--- src/rtl/branch_resolve_ctrl_if.sv ---
// Handshake and datapath-control bundle between the main control FSM,
// the branch resolve controller and the PC/ALUOut datapath.
interface branch_resolve_ctrl_if #(
    parameter int CNT_W = 16
);
    logic             start;
    logic [1:0]       br_op;
    logic             cond_in;
    logic             flush;
    logic             clr_stats;
    logic [1:0]       cond_type;
    logic             alu_target;
    logic             aluout_load;
    logic             alu_cmp;
    logic             pc_write;
    logic             busy;
    logic             done;
    logic             taken;
    logic [CNT_W-1:0] br_count;
    logic [CNT_W-1:0] taken_count;

    modport master (
        output start, br_op, cond_in, flush, clr_stats,
        input  cond_type, alu_target, aluout_load, alu_cmp, pc_write,
        input  busy, done, taken, br_count, taken_count
    );

    modport slave (
        input  start, br_op, cond_in, flush, clr_stats,
        output cond_type, alu_target, aluout_load, alu_cmp, pc_write,
        output busy, done, taken, br_count, taken_count
    );
endinterface

--- src/rtl/branch_resolve_ctrl.sv ---
// Multicycle conditional-branch sequencer: target compute, compare, resolve,
// gated PC write, with saturating branch/taken statistics.
//
// state     | meaning
// ----------+-----------------------------------------------------------
// S_IDLE    | waiting for start from the main FSM
// S_TARGET  | ALU computes PC + (imm<<2), result latched into ALUOut
// S_COMPARE | ALU compares A-B for CMP_CYCLES cycles
// S_RESOLVE | flags held, cond_in sampled, PC written if taken
// S_DONE    | one-cycle done pulse back to the main FSM
module branch_resolve_ctrl #(
    parameter int CMP_CYCLES = 1,
    parameter int CNT_W      = 16
) (
    input  logic                   clk,
    input  logic                   reset,
    branch_resolve_ctrl_if.slave   bus
);

    typedef enum logic [2:0] {
        S_IDLE    = 3'd0,
        S_TARGET  = 3'd1,
        S_COMPARE = 3'd2,
        S_RESOLVE = 3'd3,
        S_DONE    = 3'd4
    } state_t;

    localparam logic [3:0]       CMP_LOAD = 4'(CMP_CYCLES - 1);
    localparam logic [CNT_W-1:0] CNT_MAX  = {CNT_W{1'b1}};

    state_t           state_q,       state_d;
    logic [1:0]       op_q,          op_d;
    logic [3:0]       cmp_cnt_q,     cmp_cnt_d;
    logic             taken_q,       taken_d;
    logic [CNT_W-1:0] br_count_q,    br_count_d;
    logic [CNT_W-1:0] taken_count_q, taken_count_d;
    logic             busy_q,        busy_d;
    logic             done_q,        done_d;
    logic             alu_target_q,  alu_target_d;
    logic             alu_cmp_q,     alu_cmp_d;

    logic             resolve_fire;

    // A flushed RESOLVE cycle must leave taken and the counters untouched.
    assign resolve_fire = (state_q == S_RESOLVE) && !bus.flush;

    always_comb begin
        state_d   = state_q;
        op_d      = op_q;
        cmp_cnt_d = cmp_cnt_q;
        taken_d   = taken_q;

        if (bus.flush) begin
            state_d = S_IDLE;
        end else begin
            case (state_q)
                S_IDLE: begin
                    if (bus.start) begin
                        op_d    = bus.br_op;
                        state_d = S_TARGET;
                    end
                end
                S_TARGET: begin
                    cmp_cnt_d = CMP_LOAD;
                    state_d   = S_COMPARE;
                end
                S_COMPARE: begin
                    if (cmp_cnt_q == 4'd0) begin
                        state_d = S_RESOLVE;
                    end else begin
                        cmp_cnt_d = cmp_cnt_q - 4'd1;
                    end
                end
                S_RESOLVE: begin
                    taken_d = bus.cond_in;
                    state_d = S_DONE;
                end
                S_DONE: begin
                    state_d = S_IDLE;
                end
                default: begin
                    state_d = S_IDLE;
                end
            endcase
        end
    end

    always_comb begin
        br_count_d    = br_count_q;
        taken_count_d = taken_count_q;

        if (bus.clr_stats) begin
            br_count_d    = '0;
            taken_count_d = '0;
        end else if (resolve_fire) begin
            if (br_count_q != CNT_MAX) begin
                br_count_d = br_count_q + CNT_W'(1);
            end
            if (bus.cond_in && (taken_count_q != CNT_MAX)) begin
                taken_count_d = taken_count_q + CNT_W'(1);
            end
        end
    end

    // Moore outputs are decoded from the next state so they register in step with it.
    always_comb begin
        busy_d       = (state_d != S_IDLE);
        done_d       = (state_d == S_DONE);
        alu_target_d = (state_d == S_TARGET);
        alu_cmp_d    = (state_d == S_COMPARE) || (state_d == S_RESOLVE);
    end

    always_ff @(posedge clk) begin
        if (reset) begin
            state_q       <= S_IDLE;
            op_q          <= 2'b00;
            cmp_cnt_q     <= 4'd0;
            taken_q       <= 1'b0;
            br_count_q    <= '0;
            taken_count_q <= '0;
            busy_q        <= 1'b0;
            done_q        <= 1'b0;
            alu_target_q  <= 1'b0;
            alu_cmp_q     <= 1'b0;
        end else begin
            state_q       <= state_d;
            op_q          <= op_d;
            cmp_cnt_q     <= cmp_cnt_d;
            taken_q       <= taken_d;
            br_count_q    <= br_count_d;
            taken_count_q <= taken_count_d;
            busy_q        <= busy_d;
            done_q        <= done_d;
            alu_target_q  <= alu_target_d;
            alu_cmp_q     <= alu_cmp_d;
        end
    end

    assign bus.cond_type   = op_q;
    assign bus.alu_target  = alu_target_q;
    assign bus.aluout_load = alu_target_q;
    assign bus.alu_cmp     = alu_cmp_q;
    assign bus.busy        = busy_q;
    assign bus.done        = done_q;
    assign bus.taken       = taken_q;
    assign bus.br_count    = br_count_q;
    assign bus.taken_count = taken_count_q;
    // The PC write is gated with reset so a reset cycle can never load the PC.
    assign bus.pc_write    = (state_q == S_RESOLVE) && bus.cond_in && !bus.flush && !reset;

endmodule

--- src/flat_wrapper.sv ---
// flat-port wrapper written by rule: the top's interface ports become plain ports
module branch_resolve_ctrl_flat 
#(
    parameter int CMP_CYCLES = 1,
    parameter int CNT_W      = 16
)
  (clk, reset, bus_start, bus_br_op, bus_cond_in, bus_flush, bus_clr_stats, bus_cond_type, bus_alu_target, bus_aluout_load, bus_alu_cmp, bus_pc_write, bus_busy, bus_done, bus_taken, bus_br_count, bus_taken_count);
  branch_resolve_ctrl_if #(.CNT_W(CNT_W)) bus_i ();
  input  logic clk;
  input  logic reset;
  input wire logic [$bits(bus_i.start)-1:0] bus_start;
  input wire logic [$bits(bus_i.br_op)-1:0] bus_br_op;
  input wire logic [$bits(bus_i.cond_in)-1:0] bus_cond_in;
  input wire logic [$bits(bus_i.flush)-1:0] bus_flush;
  input wire logic [$bits(bus_i.clr_stats)-1:0] bus_clr_stats;
  output wire logic [$bits(bus_i.cond_type)-1:0] bus_cond_type;
  output wire logic [$bits(bus_i.alu_target)-1:0] bus_alu_target;
  output wire logic [$bits(bus_i.aluout_load)-1:0] bus_aluout_load;
  output wire logic [$bits(bus_i.alu_cmp)-1:0] bus_alu_cmp;
  output wire logic [$bits(bus_i.pc_write)-1:0] bus_pc_write;
  output wire logic [$bits(bus_i.busy)-1:0] bus_busy;
  output wire logic [$bits(bus_i.done)-1:0] bus_done;
  output wire logic [$bits(bus_i.taken)-1:0] bus_taken;
  output wire logic [$bits(bus_i.br_count)-1:0] bus_br_count;
  output wire logic [$bits(bus_i.taken_count)-1:0] bus_taken_count;
  assign bus_i.start = bus_start;
  assign bus_i.br_op = bus_br_op;
  assign bus_i.cond_in = bus_cond_in;
  assign bus_i.flush = bus_flush;
  assign bus_i.clr_stats = bus_clr_stats;
  assign bus_cond_type = bus_i.cond_type;
  assign bus_alu_target = bus_i.alu_target;
  assign bus_aluout_load = bus_i.aluout_load;
  assign bus_alu_cmp = bus_i.alu_cmp;
  assign bus_pc_write = bus_i.pc_write;
  assign bus_busy = bus_i.busy;
  assign bus_done = bus_i.done;
  assign bus_taken = bus_i.taken;
  assign bus_br_count = bus_i.br_count;
  assign bus_taken_count = bus_i.taken_count;
  branch_resolve_ctrl #(.CMP_CYCLES(CMP_CYCLES), .CNT_W(CNT_W)) u_core (.clk(clk), .reset(reset), .bus(bus_i));
endmodule
--- config.mk ---
export PLATFORM = sky130hd
export DESIGN_NAME = branch_resolve_ctrl_flat
export DESIGN_NICKNAME = d
export VERILOG_FILES = /design/src/rtl/branch_resolve_ctrl_if.sv /design/src/rtl/branch_resolve_ctrl.sv /design/src/flat_wrapper.sv
export SDC_FILE = /design/constraint.sdc
export NUM_CORES = 1
export LEC_CHECK = 0
export CORE_MARGIN = 10
export CORE_UTILIZATION = 27
export CTS_BUF_LIST = sky130_fd_sc_hd__clkbuf_8 sky130_fd_sc_hd__clkbuf_16
export CTS_CLUSTER_SIZE = 14
export DETAILED_ROUTE_END_ITERATION = 7
export GPL_TIMING_DRIVEN = 0
export MAX_ROUTING_LAYER = met4
export PLACE_DENSITY = 0.48
export SETUP_SLACK_MARGIN = 0.02
export SLEW_MARGIN = 15
export SYNTH_ARGS = -nofsm -noshare
export SYNTH_HDL_FRONTEND = slang
export SYNTH_SLANG_ARGS = --single-unit
--- constraint.sdc ---
create_clock -name clk -period 3.6 [get_ports clk]
set_input_delay 0.72 -clock clk [delete_from_list [all_inputs] [get_ports clk]]
set_output_delay 0.72 -clock clk [all_outputs]
set_load 0.005 [all_outputs]
==> results of run 1 <==
==> cells by family (layout without fill, tap and decap cells) <==
family                     after synthesis  after routing  synth area share [%]
xor gates and xnor gates                 1              1                0.3772
muxes                                    5              5                 2.155
buffers and inverters                   19             74                 4.525
and+or+nand+nor                        124            124                 34.00
AOI/OAI and AO/OA                       65             65                 17.13
DFF                                     46             46                 39.66
adders and majority gates                4              4                 2.155
==> power by group <==
part / switching [mW] / internal, mW
Sequential: 0.00307 / 0.513
Clock: 0.192 / 0.137
Combinational: 0.0257 / 0.0218
==> layout by cell type (no fill, tap or decap), drive strengths merged, types with 2 or more instances in the layout <==
cell type,count
and4bb,2
mux2i,5
a31oi,3
o31ai,12
clkbuf,11
o311ai,3
nor4,3
nor2,13
or4,15
clkdlybuf4s50,47
a21oi,25
ha,4
o21ai,13
o41ai,2
or3,8
nand3,10
nor3,7
buf,8
and4,15
or2,2
nand4,12
dfxtp,46
and2,3
nand2,23
o21a,3
inv,5
clkinv,2
and3,4
==> final cells by class <==
cell class | instances | area (um2) | area share [%]
multi-input combinational | 199 | 1296 | 43.01
timing repair buffer | 47 | 470.5 | 15.61
buffer | 14 | 86.33 | 2.864
sequential | 46 | 920.9 | 30.55
clock buffer | 5 | 68.82 | 2.283
clock inverter | 3 | 21.27 | 0.7057
inverter | 5 | 18.77 | 0.6227
tap | 105 | 131.4 | 4.359
==> sequential cells by signal (all words and copies together) (netlist names) <==
signal                  count
u_core.bus.br_count        16
u_core.bus.taken_count     16
u_core.cmp_cnt_q            4
u_core.state_q              3
u_core.bus.cond_type        2
u_core.bus.alu_cmp          1
u_core.bus.alu_target       1
u_core.bus.busy             1
u_core.bus.done             1
u_core.bus.taken            1
==> tightest hold or removal path: stages (launching register included) <==
cell and delay, ns:
dfxtp_1 0.32, nand2_1 0.05, a21oi_1 0.05
==> worst paths after layout <==
path / endpoint / slack [ns] / cells past startpoint
hold reg to reg: u_core.bus.taken / 0.46 / 2
setup reg to reg: u_core.bus.taken_count[0] / 1.59 / 7
setup / recovery: bus_pc_write / 0.53 / 6
hold / removal: u_core.bus.taken / 0.46 / 2
==> metal layers <==
metal  track usage (%)  vias up  wire (um)
li1                  -     1133          -
met1             13.82     1077       3352
met2             16.86       44       3016
met3             2.588        4        256
met4             3.553        0         61
met5                 -        -          0
==> flow_results.org, run 1 <==
** Status
- The run finished with clean final reports.

** Clocking
- TritonCTS clock tree :: yes
- Clock transition time at the flip-flop clock pins of the worst setup and hold paths :: 0.08 ns
- Clock sink total :: 46
- TritonCTS created 5 clock buffers.
- Count of H-tree levels built during CTS :: 2
- The clock passes through at most 2 buffers.
- Clock Root Buffer :: clkbuf_8
- Once the clock tree was built, the resizer swapped 0 gates to a different size.
- For the worst-skew pair, the clock arrives at the later sink with an insertion delay of 0.30 ns.
- For this design, the CTS-stage hold fixing added 0 buffers.
- Once the clock tree was built, the setup fixing pass inserted 0 buffers.

** Final layout
- The filler cells instantiated in the layout total 874.
- At the end of the flow, the number of nets in the layout was 330.
- Fraction of layout cells with a size suffix above 1 :: 8.150%
- Area delta synth->final :: 29.80%
- Post-Layout Inst Area :: 3014 um2
- Final core occ :: 36.32%
- The repair_antennas step left the layout with diodes totalling 0.
- Excluding fillers, the count of instances in the completed layout stands at 424.

** Setup path
- Nature of the critical path endpoint :: output port
- Type of the worst setup path :: primary input to output port
- The kind of cell with the highest combined delay along the critical path is buffers and inverters.
- On the worst path, the slowest cell contributes a delay of 0.51 ns.
- Worst R2R Start :: u_core.bus.taken_count[0]
- Worst setup path startpoint :: bus_flush
- The critical path goes through clkdlybuf4s50_1, nand4bb_1, buf_2, nor2_1, and2_1, clkdlybuf4s50_1.
- WP data arrival :: 2.35 ns
- Buffering stage count on the worst path with inverters included :: 3
- For the worst setup path, the data required time is 2.88 ns.
- Among the stages of the critical path, the cell type that occurs most often is clkdlybuf4s50_1.
- Max stage delay cell, worst path :: clkdlybuf4s50_1
- Startpoint type of the worst setup path :: primary input
- Of all nets on the critical path, the largest fanout is 10.

** Timing
- Final hold slack :: 0.4610 ns
- Final worst path period need :: 3.072 ns
- Setup repair after global routing left no endpoint under its margin.
- The final number of hold-violating endpoints was 0.
- Worst-margin pin slew :: 0.5359 ns
- Final worst slack :: 0.5275 ns
- Final setup fails :: 0
- For the final database, setup skew stands at 0.01217 ns.
- Post-route setup TNS :: 0 ns
- The total count of max-transition violations in the final report is 0.
- The worst pin sits at a relative slew slack of 63.94%.
- Timing-limited maximum frequency :: 0.3255 GHz
- Tcrit/Tclk final :: 85.35%

** Die
- Once the floorplan was initialized, standard cells occupied 27.98% of the core.
- DIE AREA :: 12710 um2
- Die height :: 112.7 um
- The total area inside the core boundary comes to 8299 um2.
- Total I/O pin count :: 49
- Die Wd :: 112.7 um
- Placement row count :: 33

** Placed design
- Routability-driven placement finished with a final weighted congestion of 0.7704.
- Dpl ws :: 0.4922 ns
- After detailed placement, the design holds a cell count of 416.
- Instance area after placement :: 2924 um2
- Post-detail-place hpwl :: 4884 um
- # port buffers :: 47

** Synth
- Cell Area, Synth :: 2322 um2
- Syn Inst Count :: 264
- Sorting the synthesized cells by area gives the leading types as dfxtp_1 40%, and4_1 5.7%, a21oi_1 5.4%.
- Counting flops with a built-in enable in the synthesized netlist gives 0.
- The share of synthesized area in the top cell type comes to 39.66%.
- Mean post-synth cell area :: 8.796 um2
- Number of different library cells in the post-synthesis netlist :: 46
- The most common cell in the synthesized netlist is dfxtp_1.
- Synth Register Bits :: 46
- Fraction of synthesis flops using an asynchronous set or reset pin :: 0%
- The biggest area contributor in the post-synthesis netlist is dfxtp_1.
- When the netlist entered floorplanning its net count stood at 276.
- In the synthesized netlist the dominant register cell turns out to be dfxtp_1.
- After synthesis, the most frequently instantiated cells are 46 x dfxtp_1, 25 x a21oi_1, 20 x nand2_1.
- Sequential element share of the synthesized area :: 39.66%
- Yosys Warn Count :: 0

** Pwr
- IR analysis of the VDD net gives a maximum drop of 0.1502 mV.
- Total leakage power :: 1.006 nW
- Pwr Total :: 892.2 uW
- Dividing total power by cell area gives a power density of 296.0 nW/um2.

** Routing
- Summing over every cut layer, the via total after detailed routing is 2258.
- Count of TritonRoute iterations in the first routing pass :: 4
- Routed wirelength normalized by instance count :: 15.77 um
- Wires add up to 6687 um.
- Detailed Route Iter0 Violations :: 94
- Using the TritonRoute via totals, the vias-per-cell ratio works out to 5.325.
- Once detail routing completed, the nets flagged for antenna violations numbered 0.
- DRC violations left :: 0

** Global routing
- Global routing usage summed across all routing layers :: 10.96%
- Antenna violations before repair :: 0
- After global routing the overflow that remains totals 0.
- Vias in the first global route :: 2294
- The first global-routing pass estimated 11540 um of wire.
- Entering global routing, the biggest net connects 16 pins.

** Worst hold path
- The tightest min-delay check is of the flip-flop to flip-flop type.
- Source of the worst hold timing path :: u_core.bus.taken

** Run
- Max-capacitance violation count :: 0
Note: power is estimated with default switching activity, not from simulation.
==> run 2, diff against run 1 <==
GPL_ROUTABILITY_DRIVEN = 1   (was unset)
==> results of run 2 <==
No change in the layout: final DEF, timing and power equal those of run 1.
